`src/rtl/serial_add_ctrl.sv`:
```
// serial_add_ctrl: bit-serial adder sequencer.
//
// Adds two WIDTH-bit operands plus a carry-in. It uses one external 1-bit
// full-adder cell and processes one bit per clock, LSB first. This block
// owns the operand and result shift registers, the carry flip-flop, the bit
// counter and the start/busy/done handshake.
//
// Ports:
//   clk      - sole clock, rising edge
//   rst      - synchronous active-high reset
//   start    - request an addition; only sampled in idle
//   a, b     - operands, captured on the accepted start
//   cin      - carry-in, captured on the accepted start
//   busy     - high while bits are being processed
//   done     - single-cycle pulse once sum/cout are valid
//   sum      - result, held until the next operation completes
//   cout     - final carry-out, held like sum
//   fa_i     - to the full-adder cell: {a_bit, b_bit, carry_bit}
//   fa_sum   - full-adder sum (combinational from fa_i)
//   fa_carry - full-adder carry (combinational from fa_i)
module serial_add_ctrl #(
  parameter int unsigned WIDTH = 8,
  parameter int unsigned CNT_W = $clog2(WIDTH + 1)
) (
  input  logic             clk,
  input  logic             rst,
  input  logic             start,
  input  logic [WIDTH-1:0] a,
  input  logic [WIDTH-1:0] b,
  input  logic             cin,
  output logic             busy,
  output logic             done,
  output logic [WIDTH-1:0] sum,
  output logic             cout,
  output logic [2:0]       fa_i,
  input  logic             fa_sum,
  input  logic             fa_carry
);

  localparam logic [CNT_W-1:0] LastCnt = CNT_W'(WIDTH - 1);

  typedef enum logic [1:0] {StIdle, StRun, StDone} state_e;

  state_e             state_q, state_d;
  logic [WIDTH-1:0]   a_sh_q, a_sh_d;
  logic [WIDTH-1:0]   b_sh_q, b_sh_d;
  logic [WIDTH-1:0]   r_sh_q, r_sh_d;
  logic               c_q, c_d;
  logic [CNT_W-1:0]   cnt_q, cnt_d;
  logic [WIDTH-1:0]   sum_q, sum_d;
  logic               cout_q, cout_d;

  // Next-state logic
  always_comb begin
    state_d = state_q;
    a_sh_d  = a_sh_q;
    b_sh_d  = b_sh_q;
    r_sh_d  = r_sh_q;
    c_d     = c_q;
    cnt_d   = cnt_q;
    sum_d   = sum_q;
    cout_d  = cout_q;

    unique case (state_q)
      StIdle: begin
        if (start) begin
          a_sh_d  = a;
          b_sh_d  = b;
          c_d     = cin;
          r_sh_d  = '0;
          cnt_d   = '0;
          state_d = StRun;
        end
      end

      StRun: begin
        // Result bits enter at the MSB so after WIDTH shifts bit 0 lands at index 0.
        r_sh_d = {fa_sum, r_sh_q[WIDTH-1:1]};
        c_d    = fa_carry;
        a_sh_d = {1'b0, a_sh_q[WIDTH-1:1]};
        b_sh_d = {1'b0, b_sh_q[WIDTH-1:1]};
        cnt_d  = cnt_q + CNT_W'(1);
        if (cnt_q == LastCnt) begin
          // Publish the completed word, including this edge's final bit.
          sum_d   = r_sh_d;
          cout_d  = fa_carry;
          state_d = StDone;
        end
      end

      StDone: begin
        state_d = StIdle;
      end

      default: begin
        state_d = StIdle;
      end
    endcase
  end

  // State registers
  always_ff @(posedge clk) begin
    if (rst) begin
      state_q <= StIdle;
      a_sh_q  <= '0;
      b_sh_q  <= '0;
      r_sh_q  <= '0;
      c_q     <= 1'b0;
      cnt_q   <= '0;
      sum_q   <= '0;
      cout_q  <= 1'b0;
    end else begin
      state_q <= state_d;
      a_sh_q  <= a_sh_d;
      b_sh_q  <= b_sh_d;
      r_sh_q  <= r_sh_d;
      c_q     <= c_d;
      cnt_q   <= cnt_d;
      sum_q   <= sum_d;
      cout_q  <= cout_d;
    end
  end

  // Outputs
  always_comb begin
    busy = 1'b0;
    done = 1'b0;
    fa_i = 3'b000;
    unique case (state_q)
      StRun: begin
        busy = 1'b1;
        fa_i = {a_sh_q[0], b_sh_q[0], c_q};
      end
      StDone: begin
        done = 1'b1;
      end
      default: begin
        busy = 1'b0;
      end
    endcase
  end

  assign sum  = sum_q;
  assign cout = cout_q;

endmodule

```
`config.mk`:
```
export PLATFORM = sky130hd
export DESIGN_NAME = serial_add_ctrl
export DESIGN_NICKNAME = d
export VERILOG_FILES = /design/src/rtl/serial_add_ctrl.sv
export SDC_FILE = /design/constraint.sdc
export NUM_CORES = 1
export LEC_CHECK = 0
export CORE_AREA = 2 2 60 62
export CTS_CLUSTER_DIAMETER = 150
export DETAILED_ROUTE_END_ITERATION = 16
export DIE_AREA = 0 0 62 64
export PLACE_DENSITY = 0.82
export SLEW_MARGIN = 40
export SYNTH_ARGS = -nofsm -noshare
export SYNTH_HDL_FRONTEND = slang
export SYNTH_SLANG_ARGS = --single-unit
export TNS_END_PERCENT = 5
```
`constraint.sdc`:
```
create_clock -name clk -period 2.4 [get_ports clk]
set_clock_uncertainty 0.1 [all_clocks]
set_input_delay 0.72 -clock clk [delete_from_list [all_inputs] [get_ports clk]]
set_output_delay 0.72 -clock clk [all_outputs]
set_load 0.03 [all_outputs]
```
==> impl_metrics.csv <==
group,metric,value,unit
critical_path,end_kind,"primary output",
grt,grt_use_met2,31.1,%
yosys,ys_seq_area_share,44.8,%
routing,post_drt_wl_per_cell,13.0,um
floorplan,rows,21,
status,status,"completed",
grt,grt_pass1_wl,6.06,mm
sta,hold_violations,0,
clock_network,cts_tree,"built",
power,leakagePower,0.000816,uW
finish,final_cell_mix,"dfxtp_1 (39), nand2b_1 (34), clkdlybuf4s50_1 (30)",
yosys,synthMuxAreaShare,5.17,%
sta,worst_pin_slew,0.758,ns
grt,grt.met3_usage,7.09,%
critical_path,required,1.58,ns
worst_hold_path,hold_end,"cout$_SDFFE_PP0P_",
sta,slew_headroom,49.3,%
clock_network,clock_latency,0.34,ns
grt,antenna_found_initial,0,
sta,fin_hold_ws,0.377,ns
critical_path,cp_max_fo,5,
yosys,synth_xor_area_share,0,%
finish,nets,243,
yosys,synth_top_family_by_area,"simple AND/OR/NAND/NOR gates",
yosys,syn_area,1740,sq um
worst_hold_path,min_path_cells,2,
clock_network,postCtsSetupBuffers,0,
flow_run,drv_cap,0,
sta,drv_slew,0,
yosys,synth_area_per_cell,9.31,sq um
grt,gr-usage-all-layers,20.1,%
clock_network,numCtsBuffers,5,
critical_path,timing.rr.start,"state_q[0]$_SDFFE_PP0P_",
yosys,synth_cell_types,28,
sta,rsz0062_at_grt,"no",
grt,gr-usage-met1,26.2,%
routing,antenna_left,0,
critical_path,rrSetupSlack,0.59,ns
placed_design,dp.cells,259,
routing,drtPass1Iterations,4,
grt,overflow,0,
clock_network,clk_pin_slew,0.11,ns
sta,setup_viol,0,
sta,period_needed,2.24,ns
clock_network,cts_buffer_depth,2,
critical_path,r2r_end,"a_sh_q[6]$_SDFFE_PP0P_",
sta,fmax,447,MHz
floorplan,start_util,53.0,%
floorplan,die_y,64,um
grt,grt-busiest-layer,"met2",
sta,fin_tns_setup,0,ns
finish,finish.utilization,65.6,%
yosys,yosys.area_share.simple,31.7,%
yosys,yosys.area_share.adder,0.718,%
yosys,postSynthRegisterBits,39,
clock_network,clock-sinks,39,
critical_path,crit_arrival,1.42,ns
yosys,ys_warn_count,0,
worst_hold_path,hp-start,"cout$_SDFFE_PP0P_",
finish,drive_above_1_share,15.4,%
finish,fillers,291,
worst_hold_path,hp-class,"flop to flop",
placed_design,place_congestion,0.763,
yosys,synthCells,187,
critical_path,r2r_cells,4,
finish,syn_to_final_growth,23.8,%
critical_path,crit_path_start_kind,"flop",
power,peakVddDrop,446,uV
grt,grt_pass1_vias,1410,
power,cellPowerDensity,571,nW/um^2
critical_path,crit_type,"flop to primary output",
routing,drt-total-wl,3.48,mm
floorplan,die_w,62,um
clock_network,htreeDepth,2,
routing,drc,0,
floorplan,io_pins,36,
finish,final_common_cell,"dfxtp_1",
yosys,synth_nets,210,
grt,grt_max_degree,32,
clock_network,root_buffer,"clkbuf_4",
floorplan,dieArea,3970,sq um
clock_network,cts_hold_buffers,0,
routing,drtIter0Drc,49,
yosys,synth_compound_area_share,12.6,%
placed_design,io_buffers,35,
finish,num_antenna_cells,0,
floorplan,fp.coreArea,3280,sq um
sta,fin_crit_sh,93.2,%
routing,vias_per_cell,5.33,
finish,stdcell_count,267,
routing,vias,1424,
placed_design,dp_hpwl,2.55,mm
==> power breakdown <==
part / switching, uW / total, uW / internal, uW
Combinational: 101 / 210 / 110
Sequential: 19.4 / 703 / 684
Clock: 209 / 318 / 109
==> repair_timing <==
action	in CTS	in global routing
setup endpoints to repair	0	1
gates resized for setup	0	1
hold endpoints to repair	0	0
==> flip-flops by register name, indices dropped and copies added, names as in the netlist <==
register  flops
a_sh_q        8
c_q           1
sum           8
r_sh_q        7
cnt_q         4
state_q       2
cout          1
b_sh_q        8
==> per-layer routing <==
layer	wire [um]	share of wire [%]
met1	1530	44
met2	1750	50
met3	148	4.3
met4	48	1.4
met5	0	0
==> critical path, stage by stage, from the launching register on <==
cell      delay, ns
dfxtp_1        0.36
nand2b_1       0.25
inv_1          0.14
and2_1         0.17
buf_4          0.16
==> cell usage after synthesis (all sizes together) <==
library cell / instances / area [sq um]
buf: 10 / 65.1
nor4b: 1 / 15.0
a221o: 2 / 20.0
nand2b: 34 / 213
nor3: 14 / 70.1
nor2b: 1 / 6.26
or3b: 13 / 114
inv: 1 / 3.75
o32a: 1 / 10.0
and2: 5 / 31.3
ha: 1 / 12.5
dfxtp: 39 / 781
o21ba: 1 / 10.0
a211oi: 1 / 7.51
clkbuf: 5 / 18.8
a21o: 1 / 7.51
nand3b: 1 / 7.51
mux2i: 9 / 90.1
a22o: 10 / 87.6
nand2: 2 / 7.51
nor2: 17 / 71.3
a31oi: 1 / 6.26
or3: 1 / 6.26
nand3: 2 / 10.0
a21oi: 14 / 70.1
==> stage by stage <==
stage / power [uW] / instance area (sq um) / worst slack, ns
2_1_floorplan: 860 / 1740 / 0.313
3_3_place_gp: 919 / 2100 / 0.0613
3_5_place_dp: 930 / 2100 / 0.0146
4_1_cts: 1240 / 2150 / 0.0497
5_1_grt: 1310 / 2160 / 0.0370
6_report: 1230 / 2160 / 0.163
==> logic make-up after synthesis <==
group           Yosys count
fa+ha+maj                 1
compound gates           31
buf+inv                  16
mux                       9
simple gates             91
flops                    39
==> cell type report <==
cell class                      count  area, sq um  area share [%]
Multi-Input combinational cell    132          873            40.5
Sequential cell                    39          781            36.2
Timing Repair Buffer               41          388            18.0
Tap cell                           46         57.6            2.67
Clock buffer                        5         37.5            1.74
Clock inverter                      3         15.0           0.696
Inverter                            1         3.75           0.174
==> how the worst max path moves through the flow <==
stage                       startpoint                      to  slack (ns)  cells after the start
3_3_place_gp                     start  b_sh_q[0]$_SDFFE_PP0P_        0.06                      5
6_report       state_q[1]$_SDFFE_PP0P_                 fa_i[1]        0.16                      4
5_1_grt        state_q[1]$_SDFFE_PP0P_                 fa_i[2]        0.04                      4
4_1_cts        state_q[1]$_SDFFE_PP0P_                    done        0.05                      2
3_5_place_dp                     start        c_q$_SDFFE_PP0P_        0.01                      4
2_1_floorplan  state_q[1]$_SDFFE_PP0P_                 fa_i[0]        0.31                      5
Power figures use the tool's default switching activity.
